<file path="src/rtl/hub75_pkg.sv">
// rtl/hub75_pkg.sv - shared types and constants for the HUB75 scan controller
// Contents:
//   state_t     scan FSM state encoding
//   CH_*        colour slice index inside rd_data = {r1,g1,b1,r0,g0,b0},
//               each slice PLANES bits wide, b0 in the lowest slice
//   disp_cnt_w  width needed to hold the longest display period BASE_ON<<(PLANES-1)
package hub75_pkg;

  typedef enum logic [2:0] {
    S_IDLE,
    S_SHIFT,
    S_BLANK,
    S_LATCH,
    S_GUARD,
    S_DISPLAY
  } state_t;

  localparam int CH_B0  = 0;
  localparam int CH_G0  = 1;
  localparam int CH_R0  = 2;
  localparam int CH_B1  = 3;
  localparam int CH_G1  = 4;
  localparam int CH_R1  = 5;
  localparam int NUM_CH = 6;

  function automatic int disp_cnt_w(input int base_on, input int planes);
    return $clog2((base_on << (planes - 1)) + 1);
  endfunction

  localparam int DISP_CNT_W = disp_cnt_w(8, 4);

endpackage

</file>
<file path="src/rtl/hub75_bcm_timer.sv">
// rtl/hub75_bcm_timer.sv - loadable down-counter timing one BCM display period
// Ports:
//   clk, rst   clock, asynchronous active-high reset
//   load       load load_val and start counting
//   load_val   period length minus one
//   done       high during the final cycle of the loaded period (count reached 0)
module hub75_bcm_timer
  import hub75_pkg::*;
#(
  parameter int W = DISP_CNT_W
) (
  input  logic         clk,
  input  logic         rst,
  input  logic         load,
  input  logic [W-1:0] load_val,
  output logic         done
);

  logic [W-1:0] count;
  logic         active;

  always_ff @(posedge clk or posedge rst) begin
    if (rst) begin
      count  <= '0;
      active <= 1'b0;
    end else if (load) begin
      count  <= load_val;
      active <= 1'b1;
    end else if (active) begin
      if (count == '0) active <= 1'b0;
      else             count  <= count - 1'b1;
    end
  end

  assign done = active && (count == '0);

endmodule

</file>
<file path="src/rtl/hub75_scan_ctrl.sv">
// rtl/hub75_scan_ctrl.sv - HUB75 row / BCM bit-plane scan scheduler
// Reads pixels from a synchronous frame buffer and drives the panel pins.
// Optional feature macro: HUB75_GHOST_BLANK_EN (BLANK lasts GUARD cycles and
// GUARD oe=1 cycles are inserted between LATCH and DISPLAY).
// Ports:
//   clk, rst         clock, asynchronous active-high reset
//   enable           run scanning (sampled in IDLE and at frame end)
//   rd_en, rd_addr   frame-buffer read strobe and {row, col} address
//   rd_data          {r1,g1,b1,r0,g0,b0}, PLANES bits each, valid 1 cycle after rd_en
//   addr             panel row address
//   oe               output enable, active low
//   latch, clk_out   panel latch strobe and shift clock
//   r0,g0,b0         top-half colour bits of the current plane
//   r1,g1,b1         bottom-half colour bits of the current plane
//   busy             state != IDLE
//   frame_done       one-cycle pulse after the last DISPLAY cycle of a frame
module hub75_scan_ctrl
  import hub75_pkg::*;
#(
  parameter int COLS    = 32,
  parameter int ADDR_W  = 4,
  parameter int PLANES  = 4,
  parameter int BASE_ON = 8,
  parameter int CLK_DIV = 2,
  parameter int GUARD   = 2
) (
  input  logic                             clk,
  input  logic                             rst,
  input  logic                             enable,
  output logic                             rd_en,
  output logic [ADDR_W+$clog2(COLS)-1:0]   rd_addr,
  input  logic [6*PLANES-1:0]              rd_data,
  output logic [ADDR_W-1:0]                addr,
  output logic                             oe,
  output logic                             latch,
  output logic                             clk_out,
  output logic                             r0,
  output logic                             g0,
  output logic                             b0,
  output logic                             r1,
  output logic                             g1,
  output logic                             b1,
  output logic                             busy,
  output logic                             frame_done
);

  localparam int COL_W  = $clog2(COLS);
  localparam int PL_W   = (PLANES > 1) ? $clog2(PLANES) : 1;
  localparam int SLOT   = 2 * CLK_DIV;
  localparam int TICK_W = $clog2(SLOT + GUARD + 1);
  localparam int DW     = disp_cnt_w(BASE_ON, PLANES);
`ifdef HUB75_GHOST_BLANK_EN
  localparam int BLANK_LEN = GUARD;
  localparam state_t AFTER_LATCH = S_GUARD;
`else
  localparam int BLANK_LEN = 1;
  localparam state_t AFTER_LATCH = S_DISPLAY;
`endif

  state_t            state, state_n;
  logic [COL_W-1:0]  col;
  logic [ADDR_W-1:0] row;
  logic [PL_W-1:0]   plane;
  // Cycle counter inside the current state: slot phase in SHIFT, length of BLANK/GUARD.
  logic [TICK_W-1:0] tick;
  logic              slot_last, col_last, plane_last, frame_last;
  logic              disp_load, disp_done;
  logic [PLANES-1:0] ch [NUM_CH];

  assign slot_last  = (tick == TICK_W'(SLOT - 1));
  assign col_last   = (col == COL_W'(COLS - 1));
  assign plane_last = (plane == PL_W'(PLANES - 1));
  assign frame_last = plane_last && (row == {ADDR_W{1'b1}});
  assign rd_addr    = {row, col};

  always_comb begin
    for (int i = 0; i < NUM_CH; i++) ch[i] = rd_data[i*PLANES +: PLANES];
  end

  assign disp_load = (state_n == S_DISPLAY) && (state != S_DISPLAY);

  hub75_bcm_timer #(.W(DW)) u_timer (
    .clk      (clk),
    .rst      (rst),
    .load     (disp_load),
    .load_val (DW'((BASE_ON << plane) - 1)),
    .done     (disp_done)
  );

  always_comb begin
    state_n = state;
    rd_en   = 1'b0;
    oe      = 1'b1;
    latch   = 1'b0;
    clk_out = 1'b0;
    busy    = (state != S_IDLE);
    case (state)
      S_IDLE:    if (enable) state_n = S_SHIFT;
      S_SHIFT: begin
        rd_en   = (tick == '0);
        clk_out = (tick >= TICK_W'(CLK_DIV));
        if (slot_last && col_last) state_n = S_BLANK;
      end
      S_BLANK:   if (tick == TICK_W'(BLANK_LEN - 1)) state_n = S_LATCH;
      S_LATCH: begin
        latch   = 1'b1;
        state_n = AFTER_LATCH;
      end
      S_GUARD:   if (tick == TICK_W'(GUARD - 1)) state_n = S_DISPLAY;
      S_DISPLAY: begin
        oe = 1'b0;
        // enable only matters at the frame boundary; mid-frame the scan always continues
        if (disp_done) state_n = (frame_last && !enable) ? S_IDLE : S_SHIFT;
      end
      default:   state_n = S_IDLE;
    endcase
  end

  always_ff @(posedge clk or posedge rst) begin
    if (rst) begin
      state      <= S_IDLE;
      col        <= '0;
      row        <= '0;
      plane      <= '0;
      tick       <= '0;
      addr       <= '0;
      frame_done <= 1'b0;
      {r1, g1, b1, r0, g0, b0} <= '0;
    end else begin
      state      <= state_n;
      frame_done <= 1'b0;
      if ((state_n != state) || (state == S_SHIFT && slot_last)) tick <= '0;
      else                                                       tick <= tick + 1'b1;
      if (state == S_SHIFT && slot_last) col <= col + 1'b1;
      // rd_data answers the read issued in slot cycle 0
      if (state == S_SHIFT && tick == TICK_W'(1)) begin
        r1 <= ch[CH_R1][plane];
        g1 <= ch[CH_G1][plane];
        b1 <= ch[CH_B1][plane];
        r0 <= ch[CH_R0][plane];
        g0 <= ch[CH_G0][plane];
        b0 <= ch[CH_B0][plane];
      end
      if (state == S_SHIFT && state_n == S_BLANK) addr <= row;
      if (state == S_DISPLAY && disp_done) begin
        if (plane_last) begin
          plane <= '0;
          row   <= row + 1'b1;
          if (frame_last) frame_done <= 1'b1;
        end else begin
          plane <= plane + 1'b1;
        end
      end
    end
  end

endmodule
</file>
<file path="config.mk">
export PLATFORM = sky130hd
export DESIGN_NAME = hub75_scan_ctrl
export DESIGN_NICKNAME = d
export VERILOG_FILES = /design/src/rtl/hub75_pkg.sv /design/src/rtl/hub75_bcm_timer.sv /design/src/rtl/hub75_scan_ctrl.sv
export SDC_FILE = /design/constraint.sdc
export NUM_CORES = 1
export LEC_CHECK = 0
export BUFFER_PORTS_ARGS = -buffer_cell sky130_fd_sc_hd__clkbuf_2
export CORE_ASPECT_RATIO = 1.4
export CORE_MARGIN = 5
export CORE_UTILIZATION = 53
export CTS_CLUSTER_DIAMETER = 150
export DETAILED_ROUTE_END_ITERATION = 10
export PLACE_DENSITY = 0.8
export RECOVER_POWER = 50
export SYNTH_ARGS = -nofsm -noshare
export SYNTH_HDL_FRONTEND = slang
export SYNTH_SLANG_ARGS = --single-unit
</file>
<file path="constraint.sdc">
create_clock -name clk -period 2.6 [get_ports clk]
set_input_delay 0.26 -clock clk [delete_from_list [all_inputs] [get_ports clk]]
set_output_delay 0.26 -clock clk [all_outputs]
set_load 0.01 [all_outputs]
</file>
---- Yosys cells after proc, flatten, opt, wreduce, memory -nomap -nowiden ----
Index checks and enable logic that the tools add are counted.
word-level totals
  register bits after elaboration ......... 36
  output and inout bits ................... 25
  input bits .............................. 27
cells by class
  reductions and logical operators ........ 18
  equal/unequal tests ..................... 15
  $lt $le $gt $ge ......................... 2
  shift-type cells ........................ 1
  multiplexer cells ....................... 34
  add/sub/neg operators ................... 6
operators by type and width
  cell                                                        number
  2-to-1 mux 7 bit                                            3
  2-to-1 mux 3 bit                                            6
  case mux 3 bit (6 select lines)                             1
  2-to-1 mux 1 bit                                            17
  binary-select mux 1 bit (select 2 bit)                      6
  equality test 3 x 2 -> 1 bit, second input constant         4
  equality test 3 bit, second input constant                  3
  logical AND 1 bit                                           9
  logical NOT 7 bit                                           1
  left shift 4 x 2 -> 7 bit, first input constant             1
  subtractor 7 x 1 -> 7 bit, second input constant            1
  subtractor 7 x 2 -> 7 bit, second input constant            1
  equality test 3 x 1 -> 1 bit, second input constant         2
  logical NOT 3 bit                                           2
  adder 5 x 1 -> 5 bit, second input constant                 1
  equality test 5 bit, second input constant                  1
  adder 4 x 1 -> 4 bit, second input constant                 1
  equality test 4 bit, second input constant                  1
  AND reduction 2 bit                                         2
  adder 3 x 1 -> 3 bit, second input constant                 1
  >= comparator 3 x 2 -> 1 bit, second input constant         1
  less-than comparator 2 x 3 -> 1 bit, second input constant  1
  inequality test 3 bit                                       1
  inequality test 3 bit, second input constant                1
  other kinds (8)                                             8

---- Logic depth before layout (Yosys ltp) ----
  depth after elaboration ................. 10
  mapped depth ............................ 7

---- Cells and area by module ----
Synthesis repeated with hierarchy kept, for this count alone.
second synthesis, totals
  cells, all modules ...................... 192
  area total of the unflattened synthesis .. 2,148.3 µm²
by module, submodules not included
  module           cells each  area each (µm²)  seq. area each (µm²)  instances
  hub75_scan_ctrl  134         1,631.6          700.7                 1
  hub75_bcm_timer  58          516.7            200.2                 1

---- Least setup slack after synthesis ----
OpenSTA, ideal clock, no wires.
  kind .................................... register -> register
  from .................................... reg u_timer.count[0]
  to ...................................... reg row[1]
  cell stages (with the launch flop) ...... 8
  library setup time ...................... 0.125 ns
  path buffers ............................ 1
  period minus slack after synthesis ...... 2.231 ns
  data required time ...................... 2.475 ns
  path slack .............................. 0.369 ns
  data arrival time ....................... 2.106 ns
  cells stage by stage .................... dfrtp_1 inv_1 ha_1 or4b_4 or3_1 buf_2 or2_4 mux2_4
between the ends
  cells in the longest elaborated chain, start to end .. 4
ends and longest elaborated chain
  element                        RTL line                RTL
  start, declared                hub75_bcm_timer.sv:19   logic [W-1:0] count;
  start signal, assigned         hub75_bcm_timer.sv:27   count <= load_val;
  start signal, assigned         hub75_bcm_timer.sv:31   else count <= count - 1'b1;
  logical NOT 7 bit              hub75_bcm_timer.sv:35   assign done = active && (count == '0);
  logical AND 1 bit              hub75_bcm_timer.sv:35
  logical AND 1 bit              hub75_scan_ctrl.sv:145  if (state == S_DISPLAY && disp_done) begin
  AND reduction 2 bit (no line)  n/a
  end signal, assigned           hub75_scan_ctrl.sv:148  row <= row + 1'b1;
  end, declared                  hub75_scan_ctrl.sv:62   logic [ADDR_W-1:0] row;
No other way between the ends.
A chain may end at the register's enable or synchronous reset.

---- Worst setup path in the final report ----
Same ends and word-level chain as after synthesis.

==> flow_summary.rst <==
.. list-table::
   :header-rows: 1

   * - Metric
     - Value
   * - Total congestion overflow after global routing
     - 0
   * - Crit-path max FO
     - 6
   * - WHS Path Cells
     - 3
   * - Post-Layout Inst Area
     - 0.00236 mm2
   * - Effective utilization at floorplan
     - between 50% and 60%
   * - Met3 Usage GRT
     - ~4.6%
   * - P_int
     - about 830 uW
   * - Htree depth
     - 2
   * - Diode count
     - 0
   * - Internal reg-to-reg setup slack
     - around 0.26 ns
   * - Relative max-transition margin
     - -22.6%
   * - Floorplan die area
     - 0.00517 mm2
   * - Clk sink count
     - 36
   * - Wire length per cell after detailed routing
     - between 10 and 15 um
   * - Post-CTS sizing
     - 0
   * - Placed standard-cell area
     - between 0.002 and 0.0025 mm2
   * - IO buf count
     - 51
   * - Buffer levels on the longest clock path
     - 2
   * - Setup clock skew after layout
     - about 0.0032 ns
   * - Final number of max-transition violations
     - 37
   * - Switching portion of total power
     - about a fifth
   * - Share of power burned in the clock network
     - roughly 40%
   * - Std-Cell Rows
     - 26
   * - TritonCTS clock tree
     - yes
   * - Startpoint of the worst-slack reg-to-reg timing path
     - u_timer.count[0]
   * - Worst R2R Path Depth
     - 6
   * - Violated checks
     - max-capacitance violations, max-slew violations
   * - Fmax achieved
     - 427 MHz
   * - Max-capacitance violation count
     - 1
   * - Clock slew seen by the registers of the worst setup and hold paths
     - roughly 0.06 ns
   * - Async set or reset register ratio after synthesis
     - 100%
   * - GRT Overall Usage
     - between 10% and 20%
   * - Commonest cells after routing, fill and taps aside
     - clkbuf_2, dfrtp_1, nor2_1, mux2_2, clkbuf_1
   * - Final hold violation count
     - 0
   * - Worst Min Path Start
     - rd_data[2]
   * - Number of enable flip-flop cells after synthesis
     - 0
   * - VDD IR max
     - 0.000312 V
   * - Starting DRC count in detailed routing
     - 90
   * - Synthesis-stage register bit count
     - 36
   * - Syn Nets
     - about 220
   * - Detailed placer's ending HPWL
     - between 3000 and 4000 um
   * - Mapped Area
     - 0.00202 mm2
   * - Arrival @ worst endpoint
     - 2.50 ns
   * - Final total power
     - a little over 1 mW
   * - Final Worst Setup Slack
     - around 0.26 ns
   * - Most instantiated flip-flop cell in the synthesis netlist
     - dfrtp_1
   * - GRT busiest layer
     - met2
   * - Sum Neg Setup Slack
     - 0 ns
   * - Net switching component of the power
     - 201 uW
   * - Most common library cell in the layout ignoring fill and taps
     - clkbuf_2
   * - RR Endpoint
     - row[1]
   * - Unrepaired setup endpoints after global routing
     - no
   * - First-pass GRT wire length
     - 6840 um
   * - Outcome
     - complete, but fails checks
   * - Library cells used by synthesis
     - 44
   * - Cell total after placement
     - between 200 and 300
   * - Post-Place Worst Slack
     - around 0.28 ns
   * - Die width
     - a little over 60 um
   * - Die boundary height
     - 83.1 um
   * - Final Non-Filler Cells
     - 269
   * - Met1 demand-to-capacity share in global routing
     - between 10% and 20%
   * - End point of the worst hold path
     - b0
   * - Inserted Clock Buffers
     - 5
   * - Power density over cell area
     - 437 mW/mm2
   * - DRC
     - 0
   * - Worst hold slack after final layout
     - roughly 0.42 ns
   * - Hold crit path type
     - in2reg
   * - Slew @ Worst Pin
     - between 1.5 and 2 ns
   * - Skew-Pair Late Insertion Delay
     - 0.28 ns
   * - Minimum clock period
     - 2.34 ns
   * - Share of the clock period used by the worst path after layout
     - about nine tenths
   * - Required arrival time at the worst endpoint
     - between 2 and 3 ns
   * - Synth warn
     - 0
   * - Weighted congestion reported at the end of routability-driven placement
     - a little over 0.8
   * - First-pass detailed-route iteration total
     - 4
   * - GR Util met2
     - about 29%
   * - Crit. End Element
     - flop
   * - Pin count of the biggest net entering global routing
     - 37
   * - Clock root buffer master
     - clkbuf_8
   * - # Post-CTS Setup Buffers
     - 0
   * - Count of vias placed by the detailed router
     - ~1500
   * - Sequential share of power
     - a little under three fifths
   * - Kind of critical path
     - reg2reg
   * - I/O Pins
     - 52
   * - Standby leakage power
     - 1.17 nW
   * - Comb power frac
     - 4.8%
   * - Crit start category
     - flop
   * - Final setup violation count
     - 0
   * - Antenna-violating nets left
     - 0
   * - Total wirelength of the detailed-routed design
     - slightly below 4000 um
   * - Total of hold buffers inserted after clock tree synthesis
     - 0
   * - Core box area
     - between 0.003 and 0.004 mm2
   * - Final core occ
     - between 60 and 70%
   * - Post-synthesis instance total
     - roughly 180
   * - Fraction of layout cells with a size suffix above 1
     - 32.6%
   * - Via count of the first global-routing pass
     - 1549
   * - Vias per inst
     - 5.52
   * - Per-instance average area after synthesis
     - between 10 and 15 um2
   * - Sequential fraction of the synthesis area
     - between 40% and 50%
   * - Total number of nets in the final design
     - roughly 270
   * - Synthesis-to-finish area growth
     - 16.5%
   * - Number of antenna violations at the first check in global routing
     - 0
## layer usage
layer	part of all wire (%)	vias up
li1	-	721
met1	38	712
met2	54	46
met3	6.2	6
met4	1.3	0
met5	0	-
## flip-flops by register name, summed over array words and instances (netlist names), 2 cells and up
register / flops
addr: 4
tick: 3
row: 4
state: 3
u_timer.count: 7
plane: 2
col: 5
## critical path, cell delays in order (launching register included)
cell     delay (ns)
dfrtp_1        0.38
inv_1          0.12
ha_1           0.17
or4b_4         0.49
or3_1          0.50
or2_4          0.29
mux2_4         0.29
## worst max path at each step
stage / from / to / slack [ns]
after detailed placement: u_timer.count[0] / row[1] / 0.28
after floorplan: u_timer.count[0] / row[1] / 0.37
after global routing: u_timer.count[0] / row[1] / 0.19
after CTS: u_timer.count[0] / row[1] / 0.27
final: u_timer.count[0] / row[1] / 0.26
after global placement: u_timer.count[0] / row[1] / 0.32
## cell families after synthesis
family                     after synthesis  share of synthesized area, %
muxes                                   23                          16.1
adders and majority gates               12                          7.42
AOI/OAI and AO/OA                       19                          6.37
buffers and inverters                   19                          5.01
DFF                                     36                          44.5
xor gates and xnor gates                11                          4.76
and+or+nand+nor                         56                          15.8
## final cells by class
type | instances | area (um2)
Fill cell | 317 | 1320
Multi-Input combinational cell | 121 | 1020
Sequential cell | 36 | 901
Timing Repair Buffer | 52 | 244
Clock buffer | 7 | 96.3
Tap cell | 42 | 52.6
Inverter | 11 | 41.3
## synth_stat cells (3+ instances only)
cell	n	area share [%]
mux2i_1	3	1.5
nor3_1	5	1.2
inv_1	11	2.0
mux4_2	6	6.7
dfrtp_1	36	45
ha_1	12	7.4
nand4_1	3	0.93
mux2_2	13	7.2
o21ai_0	3	0.74
clkbuf_1	6	1.1
a21oi_1	5	1.2
xor2_1	5	2.2
or3b_2	3	1.3
xnor2_1	6	2.6
nor2_1	13	2.4
nand2_1	9	1.7
## power by group through the flow
stage / Sequential, mW / Clock, mW / Combinational, mW
floorplan: 0.580 / 0 / 0.0209
global placement: 0.578 / 0 / 0.0519
detailed placement: 0.578 / 0 / 0.0533
CTS: 0.567 / 0.423 / 0.0535
global route: 0.567 / 0.452 / 0.0569
finish: 0.567 / 0.412 / 0.0494
Power figures use the tool's default switching activity.
